## src/rtl/minized_peri_pkg.sv

```systemverilog
// Shared definitions for the PL LED controller: register word indices,
// CTRL bit positions, AXI response codes, FSM state types and a byte-lane
// merge helper used by the register file.
package minized_peri_pkg;

    // Register word indices (byte offset >> 2)
    localparam int unsigned IDX_CTRL    = 0;
    localparam int unsigned IDX_PERIOD  = 1;
    localparam int unsigned IDX_DUTY_G  = 2;
    localparam int unsigned IDX_DUTY_R  = 3;
    localparam int unsigned IDX_WRAPS   = 4;

    // CTRL bit positions
    localparam int unsigned CTRL_EN_G   = 0;
    localparam int unsigned CTRL_EN_R   = 1;
    localparam int unsigned CTRL_BLINK  = 2;
    localparam int unsigned CTRL_CLR    = 3;

    // AXI response codes
    localparam logic [1:0] RESP_OKAY    = 2'b00;
    localparam logic [1:0] RESP_SLVERR  = 2'b10;

    // Write channel: AW and W may arrive in either order; COMMIT is the
    // cycle in which both are held and the register file is updated.
    typedef enum logic [2:0] {
        WR_IDLE,
        WR_GOT_AW,
        WR_GOT_W,
        WR_COMMIT,
        WR_RESP
    } wr_state_e;

    typedef enum logic {
        RD_IDLE,
        RD_RESP
    } rd_state_e;

    // Replace the byte lanes of old_val selected by strb with new_val.
    function automatic logic [31:0] apply_wstrb(input logic [31:0] old_val,
                                                input logic [31:0] new_val,
                                                input logic [3:0]  strb);
        logic [31:0] res;
        res = old_val;
        for (int b = 0; b < 4; b++) begin
            if (strb[b]) res[8*b +: 8] = new_val[8*b +: 8];
        end
        return res;
    endfunction

endpackage

```

## src/rtl/led_pwm_core.sv

```systemverilog
// Shared PWM/blink counter for the two PL LEDs. Counts 0..period while any
// LED is enabled, counts completed periods in wraps, and drives registered
// LED outputs from a compare of the counter against each duty value.
module led_pwm_core #(
    parameter int CNT_W = 32
) (
    input  logic             clk,
    input  logic             rst_n,
    input  logic             en_g,
    input  logic             en_r,
    input  logic             blink,
    input  logic             clr,
    input  logic [CNT_W-1:0] period,
    input  logic [CNT_W-1:0] duty_g,
    input  logic [CNT_W-1:0] duty_r,
    output logic             led_g,
    output logic             led_r,
    output logic [CNT_W-1:0] wraps
);

    logic [CNT_W-1:0] cnt_q, cnt_d;
    logic [CNT_W-1:0] wraps_q, wraps_d;
    logic             led_g_q, led_g_d;
    logic             led_r_q, led_r_d;
    logic             below_r;

    // Next counter/wrap values and LED compares from the current count
    always_comb begin
        // NOTE: every always_comb output is given a default first so no path leaves it unassigned (no latch).
        cnt_d   = cnt_q;
        wraps_d = wraps_q;
        if (clr) begin
            cnt_d   = '0;
            wraps_d = '0;
        end else if (en_g || en_r) begin
            // ">=" rather than "==" so a PERIOD lowered below cnt wraps at once
            if (cnt_q >= period) begin
                cnt_d   = '0;
                wraps_d = wraps_q + 1'b1;
            end else begin
                cnt_d   = cnt_q + 1'b1;
            end
        end
        below_r = (cnt_q < duty_r);
        led_g_d = en_g && (cnt_q < duty_g);
        led_r_d = en_r && (blink ? !below_r : below_r);
    end

    // Counter, wrap count and LED output registers
    always_ff @(posedge clk or negedge rst_n) begin
        // NOTE: sequential state uses non-blocking assignments so every flop samples pre-edge values.
        if (!rst_n) begin
            cnt_q   <= '0;
            wraps_q <= '0;
            led_g_q <= 1'b0;
            led_r_q <= 1'b0;
        end else begin
            cnt_q   <= cnt_d;
            wraps_q <= wraps_d;
            led_g_q <= led_g_d;
            led_r_q <= led_r_d;
        end
    end

    assign led_g = led_g_q;
    assign led_r = led_r_q;
    assign wraps = wraps_q;

endmodule

```

## src/rtl/axi_lite_led_ctrl.sv

```systemverilog
// AXI4-Lite slave holding the LED register file (CTRL, PERIOD, DUTY_G,
// DUTY_R, WRAPS). Independent write and read channel FSMs with registered
// handshake outputs; the PWM counter itself lives in led_pwm_core.
module axi_lite_led_ctrl
    import minized_peri_pkg::*;
#(
    parameter int ADDR_W = 5,
    parameter int CNT_W  = 32
) (
    input  logic              FCLK_CLK0,
    input  logic              FCLK_CLK0_RSTN,
    input  logic [ADDR_W-1:0] s_axi_awaddr,
    input  logic [2:0]        s_axi_awprot,
    input  logic              s_axi_awvalid,
    output logic              s_axi_awready,
    input  logic [31:0]       s_axi_wdata,
    input  logic [3:0]        s_axi_wstrb,
    input  logic              s_axi_wvalid,
    output logic              s_axi_wready,
    output logic [1:0]        s_axi_bresp,
    output logic              s_axi_bvalid,
    input  logic              s_axi_bready,
    input  logic [ADDR_W-1:0] s_axi_araddr,
    input  logic [2:0]        s_axi_arprot,
    input  logic              s_axi_arvalid,
    output logic              s_axi_arready,
    output logic [31:0]       s_axi_rdata,
    output logic [1:0]        s_axi_rresp,
    output logic              s_axi_rvalid,
    input  logic              s_axi_rready,
    output logic              led_g_o,
    output logic              led_r_o
);

    localparam int IW = ADDR_W - 2;
    localparam logic [IW-1:0] W_CTRL   = IW'(IDX_CTRL);
    localparam logic [IW-1:0] W_PERIOD = IW'(IDX_PERIOD);
    localparam logic [IW-1:0] W_DUTY_G = IW'(IDX_DUTY_G);
    localparam logic [IW-1:0] W_DUTY_R = IW'(IDX_DUTY_R);
    localparam logic [IW-1:0] W_WRAPS  = IW'(IDX_WRAPS);

    // Write channel state
    wr_state_e         wr_state_q, wr_state_d;
    logic [ADDR_W-1:0] awaddr_q, awaddr_d;
    logic [31:0]       wdata_q, wdata_d;
    logic [3:0]        wstrb_q, wstrb_d;
    logic              awready_q, awready_d;
    logic              wready_q, wready_d;
    logic              bvalid_q, bvalid_d;
    logic [1:0]        bresp_q, bresp_d;

    // Register file
    logic [2:0]        ctrl_q, ctrl_d;
    logic              clr_q, clr_d;
    logic [CNT_W-1:0]  period_q, period_d;
    logic [CNT_W-1:0]  duty_g_q, duty_g_d;
    logic [CNT_W-1:0]  duty_r_q, duty_r_d;

    // Read channel state
    rd_state_e         rd_state_q, rd_state_d;
    logic              arready_q, arready_d;
    logic              rvalid_q, rvalid_d;
    logic [31:0]       rdata_q, rdata_d;
    logic [1:0]        rresp_q, rresp_d;

    logic              aw_hs, w_hs, ar_hs;
    logic [IW-1:0]     wr_idx, rd_idx;
    logic [31:0]       wr_merged;
    logic [31:0]       rd_mux_data;
    logic              rd_mux_ok;
    logic [CNT_W-1:0]  wraps;

    // Protection bits and the byte offset within a word carry no meaning here
    logic unused_ok;
    assign unused_ok = ^{s_axi_awprot, s_axi_arprot, s_axi_awaddr[1:0], s_axi_araddr[1:0]};

    assign aw_hs  = s_axi_awvalid && awready_q;
    assign w_hs   = s_axi_wvalid  && wready_q;
    assign ar_hs  = s_axi_arvalid && arready_q;
    assign wr_idx = awaddr_q[ADDR_W-1:2];
    assign rd_idx = s_axi_araddr[ADDR_W-1:2];

    // Write FSM next state, address/data capture and register commit
    always_comb begin
        wr_state_d = wr_state_q;
        awaddr_d   = awaddr_q;
        wdata_d    = wdata_q;
        wstrb_d    = wstrb_q;
        bvalid_d   = bvalid_q;
        bresp_d    = bresp_q;
        ctrl_d     = ctrl_q;
        clr_d      = 1'b0;
        period_d   = period_q;
        duty_g_d   = duty_g_q;
        duty_r_d   = duty_r_q;
        wr_merged  = '0;

        if (aw_hs) awaddr_d = s_axi_awaddr;
        if (w_hs) begin
            wdata_d = s_axi_wdata;
            wstrb_d = s_axi_wstrb;
        end

        unique case (wr_state_q)
            WR_IDLE: begin
                if (aw_hs && w_hs) wr_state_d = WR_COMMIT;
                else if (aw_hs)    wr_state_d = WR_GOT_AW;
                else if (w_hs)     wr_state_d = WR_GOT_W;
            end
            WR_GOT_AW: if (w_hs)  wr_state_d = WR_COMMIT;
            WR_GOT_W:  if (aw_hs) wr_state_d = WR_COMMIT;
            WR_COMMIT: begin
                bvalid_d   = 1'b1;
                bresp_d    = RESP_OKAY;
                wr_state_d = WR_RESP;
                if (wr_idx == W_CTRL) begin
                    wr_merged = apply_wstrb(32'(ctrl_q), wdata_q, wstrb_q);
                    ctrl_d    = wr_merged[2:0];
                    clr_d     = wr_merged[CTRL_CLR];
                end else if (wr_idx == W_PERIOD) begin
                    wr_merged = apply_wstrb(32'(period_q), wdata_q, wstrb_q);
                    period_d  = CNT_W'(wr_merged);
                end else if (wr_idx == W_DUTY_G) begin
                    wr_merged = apply_wstrb(32'(duty_g_q), wdata_q, wstrb_q);
                    duty_g_d  = CNT_W'(wr_merged);
                end else if (wr_idx == W_DUTY_R) begin
                    wr_merged = apply_wstrb(32'(duty_r_q), wdata_q, wstrb_q);
                    duty_r_d  = CNT_W'(wr_merged);
                end else if (wr_idx != W_WRAPS) begin
                    // WRAPS is read-only but writable without error
                    bresp_d = RESP_SLVERR;
                end
            end
            WR_RESP: begin
                if (s_axi_bready) begin
                    bvalid_d   = 1'b0;
                    wr_state_d = WR_IDLE;
                end
            end
            default: wr_state_d = WR_IDLE;
        endcase

        // Readies are registered so they stay low through reset
        awready_d = (wr_state_d == WR_IDLE) || (wr_state_d == WR_GOT_W);
        wready_d  = (wr_state_d == WR_IDLE) || (wr_state_d == WR_GOT_AW);
    end

    // Write FSM and register file flops
    always_ff @(posedge FCLK_CLK0 or negedge FCLK_CLK0_RSTN) begin
        if (!FCLK_CLK0_RSTN) begin
            wr_state_q <= WR_IDLE;
            awaddr_q   <= '0;
            wdata_q    <= '0;
            wstrb_q    <= '0;
            awready_q  <= 1'b0;
            wready_q   <= 1'b0;
            bvalid_q   <= 1'b0;
            bresp_q    <= RESP_OKAY;
            ctrl_q     <= '0;
            clr_q      <= 1'b0;
            period_q   <= '0;
            duty_g_q   <= '0;
            duty_r_q   <= '0;
        end else begin
            wr_state_q <= wr_state_d;
            awaddr_q   <= awaddr_d;
            wdata_q    <= wdata_d;
            wstrb_q    <= wstrb_d;
            awready_q  <= awready_d;
            wready_q   <= wready_d;
            bvalid_q   <= bvalid_d;
            bresp_q    <= bresp_d;
            ctrl_q     <= ctrl_d;
            clr_q      <= clr_d;
            period_q   <= period_d;
            duty_g_q   <= duty_g_d;
            duty_r_q   <= duty_r_d;
        end
    end

    // Read address decode against the pre-edge register values
    always_comb begin
        rd_mux_data = '0;
        rd_mux_ok   = 1'b1;
        if (rd_idx == W_CTRL)        rd_mux_data = 32'(ctrl_q);
        else if (rd_idx == W_PERIOD) rd_mux_data = 32'(period_q);
        else if (rd_idx == W_DUTY_G) rd_mux_data = 32'(duty_g_q);
        else if (rd_idx == W_DUTY_R) rd_mux_data = 32'(duty_r_q);
        else if (rd_idx == W_WRAPS)  rd_mux_data = 32'(wraps);
        else                         rd_mux_ok   = 1'b0;
    end

    // Read FSM next state with data/response latched at the AR handshake
    always_comb begin
        rd_state_d = rd_state_q;
        rvalid_d   = rvalid_q;
        rdata_d    = rdata_q;
        rresp_d    = rresp_q;
        unique case (rd_state_q)
            RD_IDLE: begin
                if (ar_hs) begin
                    rvalid_d   = 1'b1;
                    rdata_d    = rd_mux_data;
                    rresp_d    = rd_mux_ok ? RESP_OKAY : RESP_SLVERR;
                    rd_state_d = RD_RESP;
                end
            end
            RD_RESP: begin
                if (s_axi_rready) begin
                    rvalid_d   = 1'b0;
                    rd_state_d = RD_IDLE;
                end
            end
            default: rd_state_d = RD_IDLE;
        endcase
        arready_d = (rd_state_d == RD_IDLE);
    end

    // Read FSM flops
    always_ff @(posedge FCLK_CLK0 or negedge FCLK_CLK0_RSTN) begin
        if (!FCLK_CLK0_RSTN) begin
            rd_state_q <= RD_IDLE;
            arready_q  <= 1'b0;
            rvalid_q   <= 1'b0;
            rdata_q    <= '0;
            rresp_q    <= RESP_OKAY;
        end else begin
            rd_state_q <= rd_state_d;
            arready_q  <= arready_d;
            rvalid_q   <= rvalid_d;
            rdata_q    <= rdata_d;
            rresp_q    <= rresp_d;
        end
    end

    led_pwm_core #(
        .CNT_W (CNT_W)
    ) u_pwm (
        .clk    (FCLK_CLK0),
        .rst_n  (FCLK_CLK0_RSTN),
        .en_g   (ctrl_q[CTRL_EN_G]),
        .en_r   (ctrl_q[CTRL_EN_R]),
        .blink  (ctrl_q[CTRL_BLINK]),
        .clr    (clr_q),
        .period (period_q),
        .duty_g (duty_g_q),
        .duty_r (duty_r_q),
        .led_g  (led_g_o),
        .led_r  (led_r_o),
        .wraps  (wraps)
    );

    assign s_axi_awready = awready_q;
    assign s_axi_wready  = wready_q;
    assign s_axi_bvalid  = bvalid_q;
    assign s_axi_bresp   = bresp_q;
    assign s_axi_arready = arready_q;
    assign s_axi_rvalid  = rvalid_q;
    assign s_axi_rdata   = rdata_q;
    assign s_axi_rresp   = rresp_q;

endmodule

```

## config.mk

```make
export PLATFORM = sky130hd
export DESIGN_NAME = axi_lite_led_ctrl
export DESIGN_NICKNAME = d
export VERILOG_FILES = /design/src/rtl/minized_peri_pkg.sv /design/src/rtl/led_pwm_core.sv /design/src/rtl/axi_lite_led_ctrl.sv
export SDC_FILE = /design/constraint.sdc
export NUM_CORES = 1
export LEC_CHECK = 0
export CAP_MARGIN = 20
export CELL_PAD_IN_SITES_DETAIL_PLACEMENT = 1
export CELL_PAD_IN_SITES_GLOBAL_PLACEMENT = 2
export CORE_MARGIN = 4
export CORE_UTILIZATION = 39
export DETAILED_ROUTE_END_ITERATION = 8
export PLACE_DENSITY = 0.88
export SLEW_MARGIN = 20
export SYNTH_ARGS = -nofsm -noshare
export SYNTH_HDL_FRONTEND = slang
export SYNTH_SLANG_ARGS = --single-unit
export TNS_END_PERCENT = 30
```

## constraint.sdc

```tcl
create_clock -name FCLK_CLK0 -period 3.1 [get_ports FCLK_CLK0]
set_input_delay 0.62 -clock FCLK_CLK0 [delete_from_list [all_inputs] [get_ports FCLK_CLK0]]
set_output_delay 0.62 -clock FCLK_CLK0 [all_outputs]
set_load 0.05 [all_outputs]
```

==> results.md <==
* Number of synthesized flops with an enable pin at 0
* Status: finished, final reports clean
* CTS buffer count at 29
* Post-CTS Setup Inserts at 0
* Ports at 102
* Root Driver: clkbuf_16
* Crit path time final at 2910 ps
* Clk buf depth at 3
* Worst EP required at 3510 ps
* Post-synthesis sequential area ratio at 45.4%
* TNS Setup at 0 ps
* Finished Layout Cells at 1,948
* Initial antenna violation count at 0
* Slew Limit Fails at 0
* Synth top area share at 45.4%
* Dpl hpwl at 30,900 um
* Hold Worst Slack at 46.3 ps
* Netlist cell types at 76
* Mapped cell area at 13,700 sq um
* First-pass GRT wire length at 66,800 um
* Vias at 10,872
* Worst Tran Pin Value at 920 ps
* Main area contributors after synthesis: dfrtp_1 45%, mux2_2 12%, ha_1 8.8%, nand2_1 3.7%, inv_1 3.3%
* Pin count of the biggest net entering global routing at 71
* FMAX at 344 MHz
* Final design utilization at 47.6%
* Worst setup SP type: flip-flop
* Syn. warnings at 0
* Ant diodes at 0
* Syn Inst Count at 1,351
* Dpl ws at 178 ps
* R2R depth at 8
* Die footprint at 38,100 sq um
* Total Routing Usage GR at 21.7%
* CTS tree: done
* Synth area leader: dfrtp_1
* WL/cell at 21.3 um
* PortBufs at 89
* Die Height at 195 um
* Internal reg-to-reg setup slack at 190 ps
* CTS Sinks at 248
* Number of cells after detailed placement at 1,895
* PwrDens at 844 nW/um^2
* Leakage at 7.47 nW
* Setup Skew at 20.0 ps
* Ys async rst share at 100%
* Die width at 195 um
* Final hold vios at 0
* DR iter-0 viols at 616
* Site row count at 68
* Synthesized flop and latch total at 248
* Area grow syn2layout at 20.5%
* Most frequent cell after synthesis: dfrtp_1
* Worst Hold Class: primary input to asynchronous set/reset pin
* Fraction of layout cells with a size suffix above 1 at 18.1%
* Final wirelength at 41,400 um
* Core area at 34,500 sq um
* Pre-antenna DRT Iters at 5
* RSZ-0062 raised after global routing: false
* Worst slew margin at 38.5%
* Worst-path clk slew at 60 ps
* Post-route antenna net violation count at 0
* H-tree depth at 1
* Commonest cells in the netlist: 248 x dfrtp_1, 140 x mux2_2, 133 x nand2_1
* Final setup violation count at 0
* Avg Cell Area, Syn at 10.1 sq um
* GR Overflow Total at 0
* Initial Util at 39.5%
* # DRC at 0
* Routability congestion estimate at 0.902
* Setup CP Type: flip-flop to flip-flop
* Crit path arrival time at 3320 ps
* Final worst slack at 194 ps
* Vias/cell at 5.58
* Worst ir drop on vdd at 557 uV
* R2r startpoint: u_pwm.cnt_q[9]
* Ys flop type: dfrtp_1
* Ratio of final minimum period to clock period at 93.7%
* Max-cap violations at 0
* Skew-Pair Late Insertion Delay at 560 ps
* Hold_buf cts at 0
* Crit end category: flip-flop
* Post-layout nets at 1,626
* Vias in the first global route at 11,694
* RR Endpoint: u_pwm.led_g
* Crit path max fanout at 7
-- per-layer routing --
layer  up-vias  GRT usage [%]  routed length [um]
met1      5535           30.5               19200
li1       5073              -                   -
met4         0           5.66                1030
met2       202           35.7               19500
met3        62           2.69                1690
met5         -              0                   0
-- sequential cells by signal, summed over array words and instances (netlist names), 3 cells and up --
name	flops
awaddr_q	3
u_pwm.wraps	32
ctrl_q	3
duty_r_q	32
duty_g_q	32
wr_state_q	3
period_q	32
wdata_q	32
wstrb_q	4
s_axi_rdata	32
u_pwm.cnt_q	32
-- worst max path at each step --
stage                     cells past startpoint         endpoint             from  slack (ps)
after global placement                        8   u_pwm.wraps[0]  u_pwm.cnt_q[31]         320
after global routing                          8      u_pwm.led_g   u_pwm.cnt_q[9]          20
after CTS                                     8      u_pwm.led_g   u_pwm.cnt_q[9]          80
after floorplan                               8  u_pwm.wraps[11]  u_pwm.cnt_q[30]         640
after detailed placement                      8      u_pwm.led_g   u_pwm.cnt_q[9]         180
final                                         8      u_pwm.led_g   u_pwm.cnt_q[9]         190
-- where the power goes --
part	switching (mW)	total, mW	internal [mW]	leakage, nW
sequential	0.993	5.22	4.23	3.27
combinational	2.77	4.72	1.95	3.67
clock	1.42	3.94	2.52	0.533
total	5.19	13.9	8.70	7.47
-- through the flow --
| stage | power (mW) | cell area [sq um] |
|---|---|---|
| floorplan | 8.02 | 13700 |
| global placement | 9.68 | 15400 |
| detailed placement | 9.96 | 15400 |
| CTS | 14.0 | 16500 |
| global route | 14.7 | 16500 |
| finish | 13.9 | 16500 |
-- worst max-delay path, stage by stage, from the launching register on --
cell       delay [ps]
dfrtp_1           480
ha_1              350
a21o_1            190
a21o_1            200
a2111oi_2         430
nor3_1            100
a211oi_1          360
o21ai_0           220
a2111oi_0         440
-- cells by family after synthesis --
kind of cell    share of synthesized area (%)
xor+xnor                                 1.35
mux                                      12.4
compound gates                           13.0
other cells                            0.0275
fa+ha+maj                                8.80
simple gates                             14.0
buf+inv                                  4.96
flops                                    45.4
-- cells in the final DEF, fill, tap and decap left out, drive strengths merged, types with 16 or more instances in the layout --
cell	instances
nor4	16
clkdlybuf4s50	87
clkbuf	41
ha	96
buf	53
nor2	85
o21ai	81
mux2	140
nand4	39
dfrtp	248
a21oi	63
o211ai	16
inv	121
nand3	35
nor3	21
a22oi	33
o22ai	16
nand2	133
-- area by class of cell --
type	instances	area (sq um)
fill	3845	18100
inverter	121	454
tap	455	569
multi-input combinational	931	6800
clock inverter	12	263
timing repair buffer	140	1340
sequential	248	6210
clock buffer	41	831
-- timing repair --
| item | 4_1_cts | 5_1_grt |
|---|---|---|
| setup endpoints to repair | 1 | 1 |
| hold endpoints to repair | 0 | 0 |
| cloned | 0 | 0 |
| gates resized for setup | 1 | 1 |
No activity file was read; power rests on OpenSTA's default activity.
